[config.mk]
export PLATFORM = sky130hd
export DESIGN_NAME = mem_bus_arbiter
export DESIGN_NICKNAME = d
export VERILOG_FILES = /design/src/rtl/mem_bus_arbiter_pkg.sv /design/src/rtl/mem_bus_arbiter_rr_arb2.sv /design/src/rtl/mem_bus_arbiter.sv
export SDC_FILE = /design/constraint.sdc
export NUM_CORES = 1
export LEC_CHECK = 0
export ABC_AREA = 0
export BUFFER_PORTS_ARGS = -buffer_cell sky130_fd_sc_hd__buf_2
export CAP_MARGIN = 20
export CORE_AREA = 2 2 119 121
export CTS_CLUSTER_SIZE = 12
export DETAILED_ROUTE_END_ITERATION = 10
export DIE_AREA = 0 0 121 123
export GPL_TIMING_DRIVEN = 1
export PLACE_DENSITY = 0.78
export SLEW_MARGIN = 20
export SYNTH_ARGS = -nofsm -noshare
export SYNTH_HDL_FRONTEND = slang
export SYNTH_SLANG_ARGS = --single-unit
[constraint.sdc]
create_clock -name clk -period 6.4 [get_ports clk]
set_input_delay 1.28 -clock clk [delete_from_list [all_inputs] [get_ports clk]]
set_output_delay 1.28 -clock clk [all_outputs]
set_load 0.05 [all_outputs]
[src/rtl/mem_bus_arbiter_pkg.sv]
// Shared types and constants for the two-master memory bus arbiter.
// Size codes match the controller's mem_u_b_h_w field: bit2 unsigned, bit1 word, bit0 half.
package mem_arb_pkg;

  typedef enum logic [1:0] {
    IDLE   = 2'd0,
    ACCESS = 2'd1,
    RESP   = 2'd2
  } arb_state_t;

  localparam logic [2:0] SZ_B  = 3'b000;
  localparam logic [2:0] SZ_H  = 3'b001;
  localparam logic [2:0] SZ_W  = 3'b010;
  localparam logic [2:0] SZ_BU = 3'b100;
  localparam logic [2:0] SZ_HU = 3'b101;

  localparam int MID_W = 1;

endpackage

[src/rtl/mem_bus_arbiter_rr_arb2.sv]
// Two-way round-robin picker. The pointer names the master that wins a tie
// and moves to the other master on every accepted grant.
module rr_arb2 (
  input  logic       clk,
  input  logic       rst,
  input  logic [1:0] req,
  input  logic       advance,
  output logic [1:0] gnt
);

  logic ptr;

  always_comb begin
    gnt = req;
    if (req == 2'b11) gnt = ptr ? 2'b10 : 2'b01;
  end

  // After M0 wins the pointer favours M1, and vice versa.
  always_ff @(posedge clk or posedge rst) begin
    if (rst)                         ptr <= 1'b0;
    else if (advance && (|gnt))      ptr <= gnt[0];
  end

endmodule

[src/rtl/mem_bus_arbiter.sv]
// Shares the memory controller's CPU-side port between the CPU (M0) and the DMA engine (M1).
// Each access is latched at grant, strobed for its full duration, then completed with a done pulse.
//
// state  | meaning
// IDLE   | no access in progress, may grant
// ACCESS | strobe driven, cnt counting down to the rdata sample
// RESP   | done pulse to the owner
module mem_bus_arbiter
  import mem_arb_pkg::*;
#(
  parameter int unsigned RD_LATENCY = 1
) (
  input  logic        clk,
  input  logic        rst,
  input  logic        m0_req,
  input  logic        m1_req,
  input  logic [31:0] m0_addr,
  input  logic [31:0] m1_addr,
  input  logic [31:0] m0_wdata,
  input  logic [31:0] m1_wdata,
  input  logic        m0_we,
  input  logic        m1_we,
  input  logic [2:0]  m0_size,
  input  logic [2:0]  m1_size,
  output logic        m0_gnt,
  output logic        m1_gnt,
  output logic        m0_done,
  output logic        m1_done,
  output logic [31:0] m0_rdata,
  output logic [31:0] m1_rdata,
  output logic [31:0] mem_addr,
  output logic [31:0] mem_wdata,
  output logic        mem_read,
  output logic        mem_write,
  output logic [2:0]  mem_u_b_h_w,
  input  logic [31:0] mem_rdata
);

  arb_state_t        state, state_nxt;
  logic [2:0]        cnt, cnt_nxt;
  logic [31:0]       addr_l, addr_nxt;
  logic [31:0]       wdata_l, wdata_nxt;
  logic              we_l, we_nxt;
  logic [2:0]        size_l, size_nxt;
  logic [MID_W-1:0]  owner_l, owner_nxt;
  logic              m0_gnt_nxt, m1_gnt_nxt;
  logic [31:0]       m0_rdata_nxt, m1_rdata_nxt;
  logic [1:0]        arb_pick;
  logic              arb_adv;

  rr_arb2 u_rr (
    .clk     (clk),
    .rst     (rst),
    .req     ({m1_req, m0_req}),
    .advance (arb_adv),
    .gnt     (arb_pick)
  );

  always_comb begin
    state_nxt    = state;
    cnt_nxt      = cnt;
    addr_nxt     = addr_l;
    wdata_nxt    = wdata_l;
    we_nxt       = we_l;
    size_nxt     = size_l;
    owner_nxt    = owner_l;
    m0_gnt_nxt   = 1'b0;
    m1_gnt_nxt   = 1'b0;
    m0_rdata_nxt = m0_rdata;
    m1_rdata_nxt = m1_rdata;
    arb_adv      = 1'b0;
    case (state)
      IDLE: begin
        if (|arb_pick) begin
          arb_adv    = 1'b1;
          state_nxt  = ACCESS;
          m0_gnt_nxt = arb_pick[0];
          m1_gnt_nxt = arb_pick[1];
          owner_nxt  = arb_pick[1];
          addr_nxt   = arb_pick[1] ? m1_addr  : m0_addr;
          wdata_nxt  = arb_pick[1] ? m1_wdata : m0_wdata;
          we_nxt     = arb_pick[1] ? m1_we    : m0_we;
          size_nxt   = arb_pick[1] ? m1_size  : m0_size;
          cnt_nxt    = we_nxt ? 3'd0 : 3'(RD_LATENCY);
        end
      end
      ACCESS: begin
        if (cnt == 3'd0) begin
          state_nxt = RESP;
          if (!we_l) begin
            if (owner_l[0]) m1_rdata_nxt = mem_rdata;
            else            m0_rdata_nxt = mem_rdata;
          end
        end else begin
          cnt_nxt = cnt - 3'd1;
        end
      end
      RESP:    state_nxt = IDLE;
      default: state_nxt = IDLE;
    endcase
  end

  always_ff @(posedge clk or posedge rst) begin
    if (rst) begin
      state    <= IDLE;
      cnt      <= 3'd0;
      addr_l   <= 32'd0;
      wdata_l  <= 32'd0;
      we_l     <= 1'b0;
      size_l   <= 3'd0;
      owner_l  <= '0;
      m0_gnt   <= 1'b0;
      m1_gnt   <= 1'b0;
      m0_rdata <= 32'd0;
      m1_rdata <= 32'd0;
    end else begin
      state    <= state_nxt;
      cnt      <= cnt_nxt;
      addr_l   <= addr_nxt;
      wdata_l  <= wdata_nxt;
      we_l     <= we_nxt;
      size_l   <= size_nxt;
      owner_l  <= owner_nxt;
      m0_gnt   <= m0_gnt_nxt;
      m1_gnt   <= m1_gnt_nxt;
      m0_rdata <= m0_rdata_nxt;
      m1_rdata <= m1_rdata_nxt;
    end
  end

  // Strobes decode straight from registers so an async reset drops them at once.
  assign mem_read    = (state == ACCESS) && !we_l;
  assign mem_write   = (state == ACCESS) &&  we_l;
  assign mem_addr    = addr_l;
  assign mem_wdata   = wdata_l;
  assign mem_u_b_h_w = size_l;
  assign m0_done     = (state == RESP) && !owner_l[0];
  assign m1_done     = (state == RESP) &&  owner_l[0];

endmodule
Word level (Yosys, flattened, before mapping)

Index checks and enable logic that the tools add are counted.

Multiplexer cells: 19
Bitwise operators: 2
Add/subtract/negate cells: 1
Equality and inequality tests: 6
Reduce and logical (&&, ||, !) cells: 16

Operator list:

| operator            | number |
|---|---|
| $mux 32             | 2 |
| $mux 3              | 3 |
| $mux 1              | 8 |
| $mux 2              | 4 |
| $reduce_and 4->1    | 2 |
| $ne 2x2->1 const B  | 3 |
| $pmux 3 s2          | 1 |
| $logic_and 1x1->1   | 5 |
| $eq 2x2->1 const B  | 2 |
| $pmux 2 s2          | 1 |
| $reduce_and 2->1    | 2 |
| $logic_not 3->1     | 1 |
| $reduce_and 3->1    | 1 |
| $sub 3x1->3 const B | 1 |
| $eq 2x1->1 const B  | 1 |
| $logic_not 1->1     | 2 |
| $logic_not 2->1     | 1 |
| $not 1->1           | 2 |
| $reduce_bool 2->1   | 1 |
| $reduce_or 2->1     | 1 |

Output and inout port bits: 137
Register bits: 141
Word-level logic and storage cells: 56

Depth between registers and ports, before layout

Depth after elaboration: 6
Gate-level depth with buffers: 7

Hierarchy

From an unflattened synthesis, not the netlist that was laid out.

Cells, all modules: 483
Area total of the unflattened synthesis: 6174.7 sq um

Modules (own cells, without submodules):

| module          | instances | cells each | area each (sq um) |
|---|---|---|---|
| mem_bus_arbiter | 1         | 476        | 6115.9 |
| rr_arb2         | 1         | 7          | 58.8 |

Worst setup path before layout

Ideal clock, no wire load.

Path kind: flip-flop to output port
From: register owner_l
To: output m0_done
Data required time: 5.120 ns
Cell stages (with the launch flop): 2
Slack: 3.497 ns
Data arrival time: 1.623 ns
Cells stage by stage: dfrtp_1 nor3b_1

Longest elaborated chain between the ends: 2

Ends and longest elaborated chain:

| what                     | line                   | RTL |
|---|---|---|
| start: declaration       | mem_bus_arbiter.sv:45  | `logic [MID_W-1:0] owner_l, owner_nxt;` |
| start signal: assignment | mem_bus_arbiter.sv:123 | `owner_l <= owner_nxt;` |
| $logic_not 1->1          | mem_bus_arbiter.sv:137 | `assign m0_done = (state == RESP) && !owner_l[0];` |
| $logic_and 1x1->1        | mem_bus_arbiter.sv:137 |  |
| end: declaration         | mem_bus_arbiter.sv:27  | `output logic m0_done,` |

Every way passes these cells.

Final worst setup path

From: register state[1]
To: output mem_read

Longest elaborated chain between the ends: 2

Ends and longest elaborated chain:

| what                     | line                   | RTL |
|---|---|---|
| start: declaration       | mem_bus_arbiter.sv:39  | `arb_state_t state, state_nxt;` |
| start signal: assignment | mem_bus_arbiter.sv:117 | `state <= state_nxt;` |
| $eq 2x1->1               | mem_bus_arbiter.sv:132 | `assign mem_read = (state == ACCESS) && !we_l;` |
| $logic_and 1x1->1        | mem_bus_arbiter.sv:132 |  |
| end: declaration         | mem_bus_arbiter.sv:33  | `output logic mem_read,` |

Every way passes these cells.

==> metrics <==
total routed wirelength 14.3 mm; Starting DRT DRC Count 152; routed len/inst 14.8 um; buffers added on ports 308; sequential share of the synthesized area 0.586; Die ar. 14900 um2; fmax 342 MHz; row count 43; relative slew slack 0.353; first-pass GRT wire length 21.7 mm; DR pass1 iterations 4; crit path kind reg2out; # DRC 0; syn_nets 649; layout cells sized above 1 0.524; H-tree level count 4; Setup Buffers After CTS 0; Yosys top cell area share 0.586; asr flop ratio synth 1.00; WHS Path Cells 2; Total GRT Usage 0.192; clock-pin slew on the worst setup and hold paths 60 ps; synthesized area per cell 12.7 um2; ys flop type dfrtp_1; Post-Syn Instances 475; worst skew pair latency 400 ps; min cycle time layout 2920 ps; Synth area leader dfrtp_1; vias in the first global route 4211; number of synthesized flops with an enable pin 0; Post-Syn Area 6020 um2; io pins 309; Area Growth Syn to Fin 37.3%; Synth area leaders dfrtp_1 59%, mux2i_1 11%, mux2_2 11%, nand2_1 4.2%, o21ai_0 4.1%; Die X-Extent 121 um; ANT nets after route 0; Post-DP HPWL 11.0 mm; Synth cell types 31; max cap viols 0; via count 4548; CTS buffer count 17; final hold vios 0; n_diodes 0; count leader, synth dfrtp_1; CP required 5120 ps; Slew Limit Fails 0; post-route clock period utilization 0.457; total grt overflow 0; largest net degree at the start of global routing 118; Final Wtd Congestion 0.784; CP endpoint kind output pin; core area 13600 um2; Sink Count 141; synth warn 0; Fin Clk Skew 6.65 ps; Hold WC Path Type reg2reg; post_cts resized 0; Worst Path Arrival 1640 ps; Synth top cells by count 141 x dfrtp_1, 68 x mux2i_1, 68 x nand2_1; Worst-Margin Slew 971 ps; setup tns final 0 ps; clk buf depth 2; # setup viols final 0; crit-path max FO 9; root buffer cell clkbuf_16; outcome completed; Startpoint Class flop; CTS tree done; Die Ht 123 um; flops & latches, synth 141; RSZ-0062 raised after global routing false; Post-CTS Hold Buffers 0; Via density 4.70; Reg2Reg Depth 4; nets 951; initial antenna violation count 0; Starting Density 0.442
[path summary, 6_finish.rpt]
check                        startpoint             to  slack, ps
setup / recovery               state[1]       mem_read       3480
hold / removal             mem_wdata[0]   mem_wdata[0]        470
setup reg to reg               state[0]   mem_addr[11]       4390
hold reg to reg            mem_wdata[0]   mem_wdata[0]        470
max in group asynchronous           rst   m0_rdata[29]       4250
min in group asynchronous           rst  mem_wdata[16]       1020
[stage by stage]
stage                     hold WS [ps]  worst slack, ps  instance area, um2  std cells  utilization
after detailed placement           465             3240                7620        938        0.560
final                              470             3480                8270        967        0.607
after global routing               497             3390                8270        967        0.607
after floorplan                    462             1340                6020        475            -
after global placement             458             3320                7620        938        0.560
after CTS                          478             3450                8270        967        0.607
[state kept, by name (all words and copies together), names as in the netlist]
register	cells
m0_rdata	32
m1_rdata	32
mem_addr	32
mem_wdata	32
cnt	3
mem_u_b_h_w	3
state	2
m0_gnt	1
m1_gnt	1
owner_l	1
u_rr.ptr	1
we_l	1
[cell families (layout without fill, tap and decap cells)]
logic type / count (synthesis) / after routing / synth area share
mux: 133 / 133 / 0.236
fa+ha+maj: 2 / 2 / 0.00416
flops: 141 / 141 / 0.586
buf+inv: 36 / 348 / 0.0405
simple gates: 87 / 87 / 0.0675
compound gates: 76 / 76 / 0.0653
[worst max-delay path: stages (launching register included)]
cell and delay [ps]:
dfrtp_1 400, nand2b_1 350, nor2_1 190, buf_2 310
[layer usage]
metal	wire length, um	global-route usage
met5	0	0
met1	5820	0.232
met3	926	0.0475
met4	301	0.0727
met2	7260	0.332
[area by class of cell]
type                       count  area (um2)
clock inverter                11         219
timing repair buffer         313        1580
multi-input combinational    298        2260
fill                        1154        5340
clock buffer                  18         429
sequential                   141        3530
inverter                       6        27.5
tap                          180         225
[cell usage in the layout (no fill, tap or decap), drive strengths merged]
cell | synthesis | routed
a211o | 1 | 1
a211oi | 1 | 1
a21o | 2 | 2
a21oi | 1 | 1
and3b | 1 | 1
buf | 25 | 313
bufinv | 0 | 6
clkbuf | 5 | 18
clkinv | 0 | 4
clkinvlp | 0 | 1
dfrtp | 141 | 141
ha | 2 | 2
inv | 6 | 6
mux2 | 65 | 65
mux2i | 68 | 68
nand2 | 68 | 68
nand2b | 2 | 2
nand3 | 1 | 1
nor2 | 8 | 8
nor2b | 1 | 1
nor3b | 2 | 2
nor4 | 1 | 1
o21ai | 70 | 70
o22ai | 1 | 1
or2 | 2 | 2
or4 | 1 | 1
Power is not shown: default switching activity piles up to over one toggle a cycle in this logic, so the estimate is an artifact.
